## src/rtl/vga_sync_gen_pkg.sv

```systemverilog
// vga_sync_gen_pkg: default 640x480@60 timing constants and polarity defaults
// shared by the horizontal counter, sync generator and text/font stages.
package vga_sync_gen_pkg;
   localparam int H_VISIBLE_D = 640;
   localparam int H_FP_D      = 16;
   localparam int H_SYNC_D    = 96;
   localparam int H_BP_D      = 48;
   localparam int V_VISIBLE_D = 480;
   localparam int V_FP_D      = 10;
   localparam int V_SYNC_D    = 2;
   localparam int V_BP_D      = 33;
   localparam int HSYNC_POL_D = 0;
   localparam int VSYNC_POL_D = 0;
   localparam int CHAR_W_D    = 8;
   localparam int CHAR_H_D    = 16;
   typedef logic [9:0] coord_t;
   function automatic int total(int vis, int fp, int sync, int bp);
      return vis + fp + sync + bp;
   endfunction
   localparam int H_TOTAL_D = total(H_VISIBLE_D, H_FP_D, H_SYNC_D, H_BP_D);
   localparam int V_TOTAL_D = total(V_VISIBLE_D, V_FP_D, V_SYNC_D, V_BP_D);
endpackage

```

## src/rtl/vga_sync_gen_if.sv

```systemverilog
// vga_sync_gen_if: horizontal address/line-advance in, sync/enable/coordinates out.
interface vga_sync_gen_if;
   import vga_sync_gen_pkg::*;
   coord_t     HADDR;
   logic       HTC;
   coord_t     VADDR;
   logic       HSYNC;
   logic       VSYNC;
   logic       DE;
   coord_t     PIX_X;
   coord_t     PIX_Y;
   logic [6:0] CHAR_COL;
   logic [4:0] CHAR_ROW;
   logic [2:0] GLYPH_X;
   logic [3:0] GLYPH_Y;
   logic       FRAME_START;
   modport master (
      output HADDR, HTC,
      input  VADDR, HSYNC, VSYNC, DE, PIX_X, PIX_Y, CHAR_COL, CHAR_ROW, GLYPH_X, GLYPH_Y, FRAME_START
   );
   modport slave (
      input  HADDR, HTC,
      output VADDR, HSYNC, VSYNC, DE, PIX_X, PIX_Y, CHAR_COL, CHAR_ROW, GLYPH_X, GLYPH_Y, FRAME_START
   );
endinterface

```

## src/rtl/vga_sync_gen_vert_counter.sv

```systemverilog
// vga_sync_gen_vert_counter: line counter advanced by HTC; v_eff_o is the line
// the current cycle belongs to, so decode at HADDR==0 already sees the new line.
module vga_sync_gen_vert_counter
   import vga_sync_gen_pkg::*;
#(
   parameter int V_TOTAL = V_TOTAL_D
) (
   input  logic   CLK,
   input  logic   RST,
   input  logic   htc_i,
   output coord_t v_o,
   output coord_t v_eff_o,
   output logic   wrap_o
);
   coord_t v_q, v_d;
   always_comb begin
      wrap_o = htc_i && (v_q == coord_t'(V_TOTAL - 1));
      v_d    = htc_i ? (wrap_o ? '0 : v_q + 10'd1) : v_q;
   end
   always_ff @(posedge CLK) v_q <= RST ? '0 : v_d;
   assign v_o     = v_q;
   assign v_eff_o = v_d;
endmodule

```

## src/rtl/vga_sync_gen.sv

```systemverilog
// vga_sync_gen: vertical counter plus registered sync, display-enable,
// pixel/text-cell coordinates and frame-start pulse, one cycle after HADDR/HTC.
module vga_sync_gen
   import vga_sync_gen_pkg::*;
#(
   parameter int H_VISIBLE = H_VISIBLE_D,
   parameter int H_FP      = H_FP_D,
   parameter int H_SYNC    = H_SYNC_D,
   parameter int H_BP      = H_BP_D,
   parameter int V_VISIBLE = V_VISIBLE_D,
   parameter int V_FP      = V_FP_D,
   parameter int V_SYNC    = V_SYNC_D,
   parameter int V_BP      = V_BP_D,
   parameter int HSYNC_POL = HSYNC_POL_D,
   parameter int VSYNC_POL = VSYNC_POL_D,
   parameter int CHAR_W    = CHAR_W_D,
   parameter int CHAR_H    = CHAR_H_D
) (
   input logic          CLK,
   input logic          RST,
   vga_sync_gen_if.slave bus
);
   localparam int     V_TOTAL = total(V_VISIBLE, V_FP, V_SYNC, V_BP);
   localparam coord_t H_TOT   = coord_t'(total(H_VISIBLE, H_FP, H_SYNC, H_BP));
   localparam coord_t H_VIS   = coord_t'(H_VISIBLE);
   localparam coord_t HS_BEG  = coord_t'(H_VISIBLE + H_FP);
   localparam coord_t HS_END  = coord_t'(H_VISIBLE + H_FP + H_SYNC);
   localparam coord_t V_VIS   = coord_t'(V_VISIBLE);
   localparam coord_t VS_BEG  = coord_t'(V_VISIBLE + V_FP);
   localparam coord_t VS_END  = coord_t'(V_VISIBLE + V_FP + V_SYNC);
   localparam int     CW_B    = $clog2(CHAR_W);
   localparam int     CH_B    = $clog2(CHAR_H);
   localparam logic   HP      = 1'(HSYNC_POL);
   localparam logic   VP      = 1'(VSYNC_POL);
   coord_t     v_eff;
   logic       wrap;
   logic       h_ok, de_d, hsync_d, vsync_d;
   coord_t     pix_x_d, pix_y_d;
   logic       de_q, hsync_q, vsync_q, frame_start_q;
   coord_t     pix_x_q, pix_y_q;
   logic [6:0] char_col_q;
   logic [4:0] char_row_q;
   logic [2:0] glyph_x_q;
   logic [3:0] glyph_y_q;
   vga_sync_gen_vert_counter #(.V_TOTAL(V_TOTAL)) u_vert (
      .CLK     (CLK),
      .RST     (RST),
      .htc_i   (bus.HTC),
      .v_o     (bus.VADDR),
      .v_eff_o (v_eff),
      .wrap_o  (wrap)
   );
   // Addresses past the end of the line are plain blanking.
   always_comb begin
      h_ok    = bus.HADDR < H_TOT;
      de_d    = h_ok && bus.HADDR < H_VIS && v_eff < V_VIS;
      hsync_d = (h_ok && bus.HADDR >= HS_BEG && bus.HADDR < HS_END) ? HP : ~HP;
      vsync_d = (v_eff >= VS_BEG && v_eff < VS_END) ? VP : ~VP;
      pix_x_d = de_d ? bus.HADDR : '0;
      pix_y_d = de_d ? v_eff : '0;
   end
   always_ff @(posedge CLK) begin
      if (RST) begin
         de_q          <= 1'b0;
         hsync_q       <= ~HP;
         vsync_q       <= ~VP;
         frame_start_q <= 1'b0;
         pix_x_q       <= '0;
         pix_y_q       <= '0;
         char_col_q    <= '0;
         char_row_q    <= '0;
         glyph_x_q     <= '0;
         glyph_y_q     <= '0;
      end else begin
         de_q          <= de_d;
         hsync_q       <= hsync_d;
         vsync_q       <= vsync_d;
         frame_start_q <= wrap;
         pix_x_q       <= pix_x_d;
         pix_y_q       <= pix_y_d;
         char_col_q    <= 7'(pix_x_d >> CW_B);
         char_row_q    <= 5'(pix_y_d >> CH_B);
         glyph_x_q     <= 3'(pix_x_d & coord_t'(CHAR_W - 1));
         glyph_y_q     <= 4'(pix_y_d & coord_t'(CHAR_H - 1));
      end
   end
   assign bus.DE          = de_q;
   assign bus.HSYNC       = hsync_q;
   assign bus.VSYNC       = vsync_q;
   assign bus.FRAME_START = frame_start_q;
   assign bus.PIX_X       = pix_x_q;
   assign bus.PIX_Y       = pix_y_q;
   assign bus.CHAR_COL    = char_col_q;
   assign bus.CHAR_ROW    = char_row_q;
   assign bus.GLYPH_X     = glyph_x_q;
   assign bus.GLYPH_Y     = glyph_y_q;
endmodule

```

## src/flat_wrapper.sv

```systemverilog
// flat-port wrapper written by rule: the top's interface ports become plain ports
module vga_sync_gen_flat import vga_sync_gen_pkg::*;
#(
   parameter int H_VISIBLE = H_VISIBLE_D,
   parameter int H_FP      = H_FP_D,
   parameter int H_SYNC    = H_SYNC_D,
   parameter int H_BP      = H_BP_D,
   parameter int V_VISIBLE = V_VISIBLE_D,
   parameter int V_FP      = V_FP_D,
   parameter int V_SYNC    = V_SYNC_D,
   parameter int V_BP      = V_BP_D,
   parameter int HSYNC_POL = HSYNC_POL_D,
   parameter int VSYNC_POL = VSYNC_POL_D,
   parameter int CHAR_W    = CHAR_W_D,
   parameter int CHAR_H    = CHAR_H_D
)
  (CLK, RST, bus_HADDR, bus_HTC, bus_VADDR, bus_HSYNC, bus_VSYNC, bus_DE, bus_PIX_X, bus_PIX_Y, bus_CHAR_COL, bus_CHAR_ROW, bus_GLYPH_X, bus_GLYPH_Y, bus_FRAME_START);
  vga_sync_gen_if bus_i ();
  input logic CLK;
  input logic RST;
  input wire logic [$bits(bus_i.HADDR)-1:0] bus_HADDR;
  input wire logic [$bits(bus_i.HTC)-1:0] bus_HTC;
  output wire logic [$bits(bus_i.VADDR)-1:0] bus_VADDR;
  output wire logic [$bits(bus_i.HSYNC)-1:0] bus_HSYNC;
  output wire logic [$bits(bus_i.VSYNC)-1:0] bus_VSYNC;
  output wire logic [$bits(bus_i.DE)-1:0] bus_DE;
  output wire logic [$bits(bus_i.PIX_X)-1:0] bus_PIX_X;
  output wire logic [$bits(bus_i.PIX_Y)-1:0] bus_PIX_Y;
  output wire logic [$bits(bus_i.CHAR_COL)-1:0] bus_CHAR_COL;
  output wire logic [$bits(bus_i.CHAR_ROW)-1:0] bus_CHAR_ROW;
  output wire logic [$bits(bus_i.GLYPH_X)-1:0] bus_GLYPH_X;
  output wire logic [$bits(bus_i.GLYPH_Y)-1:0] bus_GLYPH_Y;
  output wire logic [$bits(bus_i.FRAME_START)-1:0] bus_FRAME_START;
  assign bus_i.HADDR = bus_HADDR;
  assign bus_i.HTC = bus_HTC;
  assign bus_VADDR = bus_i.VADDR;
  assign bus_HSYNC = bus_i.HSYNC;
  assign bus_VSYNC = bus_i.VSYNC;
  assign bus_DE = bus_i.DE;
  assign bus_PIX_X = bus_i.PIX_X;
  assign bus_PIX_Y = bus_i.PIX_Y;
  assign bus_CHAR_COL = bus_i.CHAR_COL;
  assign bus_CHAR_ROW = bus_i.CHAR_ROW;
  assign bus_GLYPH_X = bus_i.GLYPH_X;
  assign bus_GLYPH_Y = bus_i.GLYPH_Y;
  assign bus_FRAME_START = bus_i.FRAME_START;
  vga_sync_gen #(.H_VISIBLE(H_VISIBLE), .H_FP(H_FP), .H_SYNC(H_SYNC), .H_BP(H_BP), .V_VISIBLE(V_VISIBLE), .V_FP(V_FP), .V_SYNC(V_SYNC), .V_BP(V_BP), .HSYNC_POL(HSYNC_POL), .VSYNC_POL(VSYNC_POL), .CHAR_W(CHAR_W), .CHAR_H(CHAR_H)) u_core (.CLK(CLK), .RST(RST), .bus(bus_i));
endmodule
```

## config.mk

```make
export PLATFORM = sky130hd
export DESIGN_NAME = vga_sync_gen_flat
export DESIGN_NICKNAME = d
export VERILOG_FILES = /design/src/rtl/vga_sync_gen_pkg.sv /design/src/rtl/vga_sync_gen_if.sv /design/src/rtl/vga_sync_gen_vert_counter.sv /design/src/rtl/vga_sync_gen.sv /design/src/flat_wrapper.sv
export SDC_FILE = /design/constraint.sdc
export NUM_CORES = 1
export LEC_CHECK = 0
export CORE_MARGIN = 2
export CORE_UTILIZATION = 40
export DETAILED_ROUTE_END_ITERATION = 12
export PLACE_DENSITY = 0.76
export SYNTH_ARGS = -nofsm -noshare
export SYNTH_HDL_FRONTEND = slang
export SYNTH_SLANG_ARGS = --single-unit
```

## constraint.sdc

```tcl
create_clock -name CLK -period 2.4 [get_ports CLK]
set_input_delay 0.24 -clock CLK [delete_from_list [all_inputs] [get_ports CLK]]
set_output_delay 0.24 -clock CLK [all_outputs]
set_load 0.02 [all_outputs]
```

**After elaboration in Yosys (flattened, before gate mapping)**

Cells that the tools add are included.

- Flip-flop bits (word level): 53
- Input port bits: 13
- Output and inout bits: 53
- Logic and storage cells: 35

- Add/sub/neg operators: 1
- $lt $le $gt $ge: 7
- Equal/unequal tests: 1
- Multiplexer cells: 6
- Bitwise gates (word level): 1
- Reductions and logical operators: 7

Operators with widths:

| kind | number |
|---|---|
| 10-bit < comparator (second input constant) | 3 |
| 10-bit 2-to-1 mux | 3 |
| 10-bit by 9-bit < comparator with 1-bit output (second input constant) | 2 |
| 10-bit by 1-bit adder with 10-bit output (second input constant) | 1 |
| 10-bit == test (second input constant) | 1 |
| 10-bit >= comparator (second input constant) | 1 |
| 10-bit by 9-bit >= comparator with 1-bit output (second input constant) | 1 |
| 9-bit 2-to-1 mux | 1 |
| 1-bit logical AND | 6 |
| 1-bit 2-to-1 mux | 2 |
| 2-bit OR reduction | 1 |
| 1-bit inverter | 1 |

**Depth between registers and ports, before layout**

- Word-level depth: 8
- Mapped depth: 7

**By module**

From an unflattened synthesis, not the netlist that was laid out.

- Cell total of the unflattened synthesis: 152
- Area total of the unflattened synthesis: 1619.1 um^2

Modules (own cells, without submodules):

| module | times used | cells an instance | area an instance (um^2) | seq. area each (um^2) |
|---|---|---|---|---|
| vga_sync_gen | 1 | 82 | 1022.2 | 480.5 |
| vga_sync_gen_vert_counter | 1 | 70 | 596.8 | 200.2 |

**Least setup slack after synthesis**

No wires, ideal clock.

- Path type: reg-to-reg
- Start: reg u_core.u_vert.v_q[1] (netlist: u_core.u_vert.v_o[1])
- End: reg u_core.vsync_q (netlist: u_core.bus.VSYNC)
- Data arrival time: 1.806 ns
- Data required time: 2.272 ns
- Slack: 0.466 ns
- Cell stages (with the launch flop): 7
- Clock period less this slack: 1.934 ns
- Cell sequence: dfxtp_1 > ha_1 > and2_1 > nand3_1 > a221oi_4 > buf_6 > nand4_2

- Cells in the longest elaborated chain, start to end: 7
- Elaborated cells on any way between the ends: 9

Ends and longest elaborated chain:

| what | line | source |
|---|---|---|
| from (decl) | vga_sync_gen_vert_counter.sv:15 | `coord_t v_q, v_d;` |
| from (signal assigned) | vga_sync_gen_vert_counter.sv:20 | `always_ff @(posedge CLK) v_q <= RST ? '0 : v_d;` |
| parallel branches: the longest is 3 deep, another holds 10-bit by 1-bit adder with 10-bit output | -- |  |
| 10-bit 2-to-1 mux (*) | vga_sync_gen_vert_counter.sv:18 | `v_d = htc_i ? (wrap_o ? '0 : v_q + 10'd1) : v_q;` |
| 10-bit by 9-bit >= comparator with 1-bit output or 10-bit by 9-bit < comparator with 1-bit output (tied branches) | vga_sync_gen.sv:58 | `vsync_d = (v_eff >= VS_BEG && v_eff < VS_END) ? VP : ~VP;` |
| 1-bit logical AND (*) | vga_sync_gen.sv:58 |  |
| 1-bit 2-to-1 mux (*) | vga_sync_gen.sv:58 |  |
| to (signal assigned) | vga_sync_gen.sv:66 | `vsync_q <= ~VP;` |
| to (signal assigned) | vga_sync_gen.sv:77 | `vsync_q <= vsync_d;` |
| to (decl) | vga_sync_gen.sv:39 | `logic de_q, hsync_q, vsync_q, frame_start_q;` |

Every way passes the cells marked *.
A chain may end at the register's enable or synchronous reset.

**Worst setup path in the final report**

- Start: reg u_core.u_vert.v_q[2] (netlist: u_core.u_vert.v_o[2])
- End: reg u_core.char_row_q[2] (netlist: u_core.bus.CHAR_ROW[2])

- Cells in the longest elaborated chain, start to end: 7
- Elaborated cells on any way between the ends: 8

Ends and longest elaborated chain:

| what | line | source |
|---|---|---|
| parallel branches: the longest is 3 deep, another holds 10-bit by 1-bit adder with 10-bit output | -- |  |
| 10-bit 2-to-1 mux (*) | vga_sync_gen_vert_counter.sv:18 |  |
| 10-bit by 9-bit < comparator with 1-bit output | vga_sync_gen.sv:56 | `de_d = h_ok && bus.HADDR < H_VIS && v_eff < V_VIS;` |
| 1-bit logical AND | vga_sync_gen.sv:56 |  |
| 9-bit 2-to-1 mux (*) | vga_sync_gen.sv:60 | `pix_y_d = de_d ? v_eff : '0;` |
| to (signal assigned) | vga_sync_gen.sv:82 | `char_row_q <= 5'(pix_y_d >> CH_B);` |
| to (decl) | vga_sync_gen.sv:42 | `logic [4:0] char_row_q;` |

Marked as above.

==> summary.md <==
| Metric | Value |
|---|---|
| Routed Antenna Nets | 0 |
| Max-slew violations | 0 |
| Post-DP HPWL | 2.56 mm |
| Worst path cell trace | nand4_2 > o31ai_2 > a21oi_4 > buf_4 > a2111oi_0 |
| Die width | 66.1 microns |
| WHS Path Cells | 3 |
| Compound-cell area share of the yosys netlist | 10.3% |
| Vias | 1321 |
| Total negative slack | 0 ps |
| Top cells by area, synth | dfxtp_1, buf_4, nor4_1, inv_1, nand3_1 |
| Maxcap violations | 0 |
| Mean routed wirelength per cell | 13.4 microns |
| Main combinational cell family by area after synthesis | simple AND/OR/NAND/NOR gates |
| Post-CTS Resized | 0 |
| # port buffers | 65 |
| First-pass GRT wire length | 5.65 mm |
| Synth-to-Final Area Change | 44.6% |
| Drt drc | 0 |
| Die height | 66.1 microns |
| CTS tree | yes |
| Post-synth top area share | 44.2% |
| Post-Synthesis Cells | 166 |
| Post-layout net count | 231 |
| Synth Area in Simple Gates | 24.4% |
| GRT overflow | 0 |
| Data arrival, critical path | 2140 ps |
| Via density | 5.00 |
| Leakage | 0.856 nW |
| Final period utilization | 82.6% |
| Clock Tree Buf Depth | 2 |
| Synth Area in Adders | 1.62% |
| Slowest stage delay, CP | 560 ps |
| CTS Buf Count | 5 |
| Routed WL | 3.54 mm |
| Overall routing resource usage | 16.9% |
| Tmin final | 1980 ps |
| Critical-path top delay cell | dfxtp_1 |
| Worst hold path startpoint | bus_HADDR[0] |
| Die area | 4370 sq um |
| Mapped Avg Cell Area | 9.29 sq um |
| Count of cell types in the netlist | 44 |
| Worst-path clk slew | 60 ps |
| Crit path from | u_core.u_vert.v_o[2]$_SDFF_PP0_ |
| Fin. Hold Viols | 0 |
| Synth area leader | dfxtp_1 |
| Worst R2R Start | u_core.u_vert.v_o[2]$_SDFF_PP0_ |
| Core Rows | 22 |
| Root Buffer | clkbuf_8 |
| Nature of the critical path endpoint | flop |
| Drt pass-1 iters | 4 |
| Routability cong. | 0.834 |
| Setup Skew | 3.72 ps |
| Power per Cell Area | 568 nW/um^2 |
| Yosys warnings | 0 |
| Post-route setup slack | 418 ps |
| WS Path Type | flop to flop |
| ANT cells | 0 |
| # setup viols final | 0 |
| Post-synth EDFFs | 0 |
| Worst-path maximum fanout | 16 |
| Initial Util | 41.8% |
| Sequential area share after synthesis | 44.2% |
| Worst path bufs/invs | 1 |
| Syn nets | 181 |
| Hold worst-path end | u_core.bus.GLYPH_X[0]$_SDFF_PP0_ |
| Worst setup SP type | flop |
| Post-synthesis xor/xnor area fraction | 2.84% |
| Most frequent cells in the layout | clkdlybuf4s50_1, dfxtp_1, nor4_1 |
| Top_reg_cell synth | dfxtp_1 |
| Initial antenna violation count | 0 |
| H-tree depth | 2 |
| Cell Area, Synth | 1540 sq um |
| Core ar. | 3690 sq um |
| Post-synth ARST share | 0% |
| # Post-CTS Setup Buffers | 0 |
| Worst reg2reg path depth | 5 |
| Clock sink total | 34 |
| Commonest non-fill, non-tap cell in the layout | clkdlybuf4s50_1 |
| Path category of the worst min-delay check | primary input to flop |
| FF-to-FF setup slack | 420 ps |
| Worst-Skew Late Latency | 280 ps |
| RSZ-0062 raised after global routing | false |
| Fmax | 0.505 GHz |
| Worst Path Required | 2560 ps |
| DRT iter0 DRCs | 49 |
| Pre-CTS setup slack | 114 ps |
| IO Pins | 66 |
| Worst VDD drop | 0.354 mV |
| CP delay by family, top | compound AO/OA/AOI/OAI gates |
| Run status | complete, no violations |
| Pin count of the biggest net entering global routing | 20 |
| Vias in the first global route | 1236 |
| Post-synthesis register bit count | 34 |
| Hold-fix buffers at CTS | 0 |
| Post-synthesis mux area share | 0% |
| RR Endpoint | u_core.bus.CHAR_ROW[2]$_SDFF_PP0_ |
| Layout cell share with drive strength beyond 1 | 9.72% |
-- state kept, by name (all words and copies together) (netlist names), 2 cells and up --
signal               cells
u_core.bus.CHAR_COL      7
u_core.bus.CHAR_ROW      5
u_core.bus.GLYPH_Y       3
u_core.bus.GLYPH_X       2
u_core.bus.PIX_Y         2
u_core.u_vert.v_o       10
-- power breakdown --
part           total (W)  switching (W)  internal, W
Sequential      0.000590      0.0000104     0.000580
Combinational   0.000149      0.0000729    0.0000758
Clock           0.000526       0.000194     0.000332
-- metal layers --
metal	GRT usage, %	wire length, microns	vias up
met4	5.36	44	0
met3	5.28	294	6
met2	28.0	1610	49
met5	0	0	-
li1	-	-	661
met1	20.8	1590	605
-- synth_stat cells (4+ instances only) --
| library cell | number |
|---|---|
| o21ai_0 | 4 |
| nor2_1 | 6 |
| nand2_1 | 8 |
| inv_1 | 16 |
| nor4_1 | 18 |
| nor3_1 | 4 |
| dfxtp_1 | 34 |
| xnor2_1 | 4 |
| nand4_1 | 4 |
| nand3_1 | 7 |
| buf_4 | 21 |
-- worst register-to-register path, cell delays in order (launching register included) --
cell       delay (ps)
dfxtp_1           560
nand4_2           210
o31ai_2           430
a21oi_4            80
buf_4             200
a2111oi_0         380
-- per-stage QoR --
stage / util [%] / hold WS, ps / area, sq um / total power [W] / instances
3_5_place_dp: 57.4 / 574 / 2120 / 0.000752 / 257
2_1_floorplan: - / 312 / 1540 / 0.000685 / 166
6_report: 60.4 / 490 / 2230 / 0.00126 / 264
4_1_cts: 60.4 / 486 / 2230 / 0.00128 / 264
3_3_place_gp: 57.4 / 569 / 2120 / 0.000750 / 257
5_1_grt: 60.4 / 510 / 2230 / 0.00131 / 264
-- logic make-up after synthesis --
family                   Yosys count
flip-flops                        34
AO/OA/AOI/OAI                     18
AND/OR/NAND/NOR                   62
adder cells (fa/ha/maj)            2
buffers and inverters             44
other                              1
XOR/XNOR                           5
-- area by class of cell --
| type | count | area, sq um |
|---|---|---|
| Multi-Input combinational cell | 88 | 607 |
| Clock buffer | 6 | 82.6 |
| Sequential cell | 34 | 681 |
| Fill cell | 350 | 1460 |
| Timing Repair Buffer | 71 | 708 |
| Tap cell | 48 | 60.1 |
| Clock inverter | 1 | 30.0 |
| Inverter | 16 | 60.1 |
-- how the worst max path moves through the flow --
| stage | end | depth (start not counted) | slack [ps] |
|---|---|---|---|
| floorplan | u_core.bus.VSYNC$_SDFF_PP1_ | 6 | 470 |
| global placement | u_core.bus.CHAR_ROW[2]$_SDFF_PP0_ | 6 | 250 |
| detailed placement | u_core.bus.CHAR_ROW[2]$_SDFF_PP0_ | 6 | 110 |
| CTS | u_core.bus.CHAR_ROW[2]$_SDFF_PP0_ | 5 | 420 |
| global route | u_core.bus.CHAR_ROW[2]$_SDFF_PP0_ | 5 | 190 |
| finish | u_core.bus.CHAR_ROW[2]$_SDFF_PP0_ | 5 | 420 |
(Power assumes the default switching activity.)
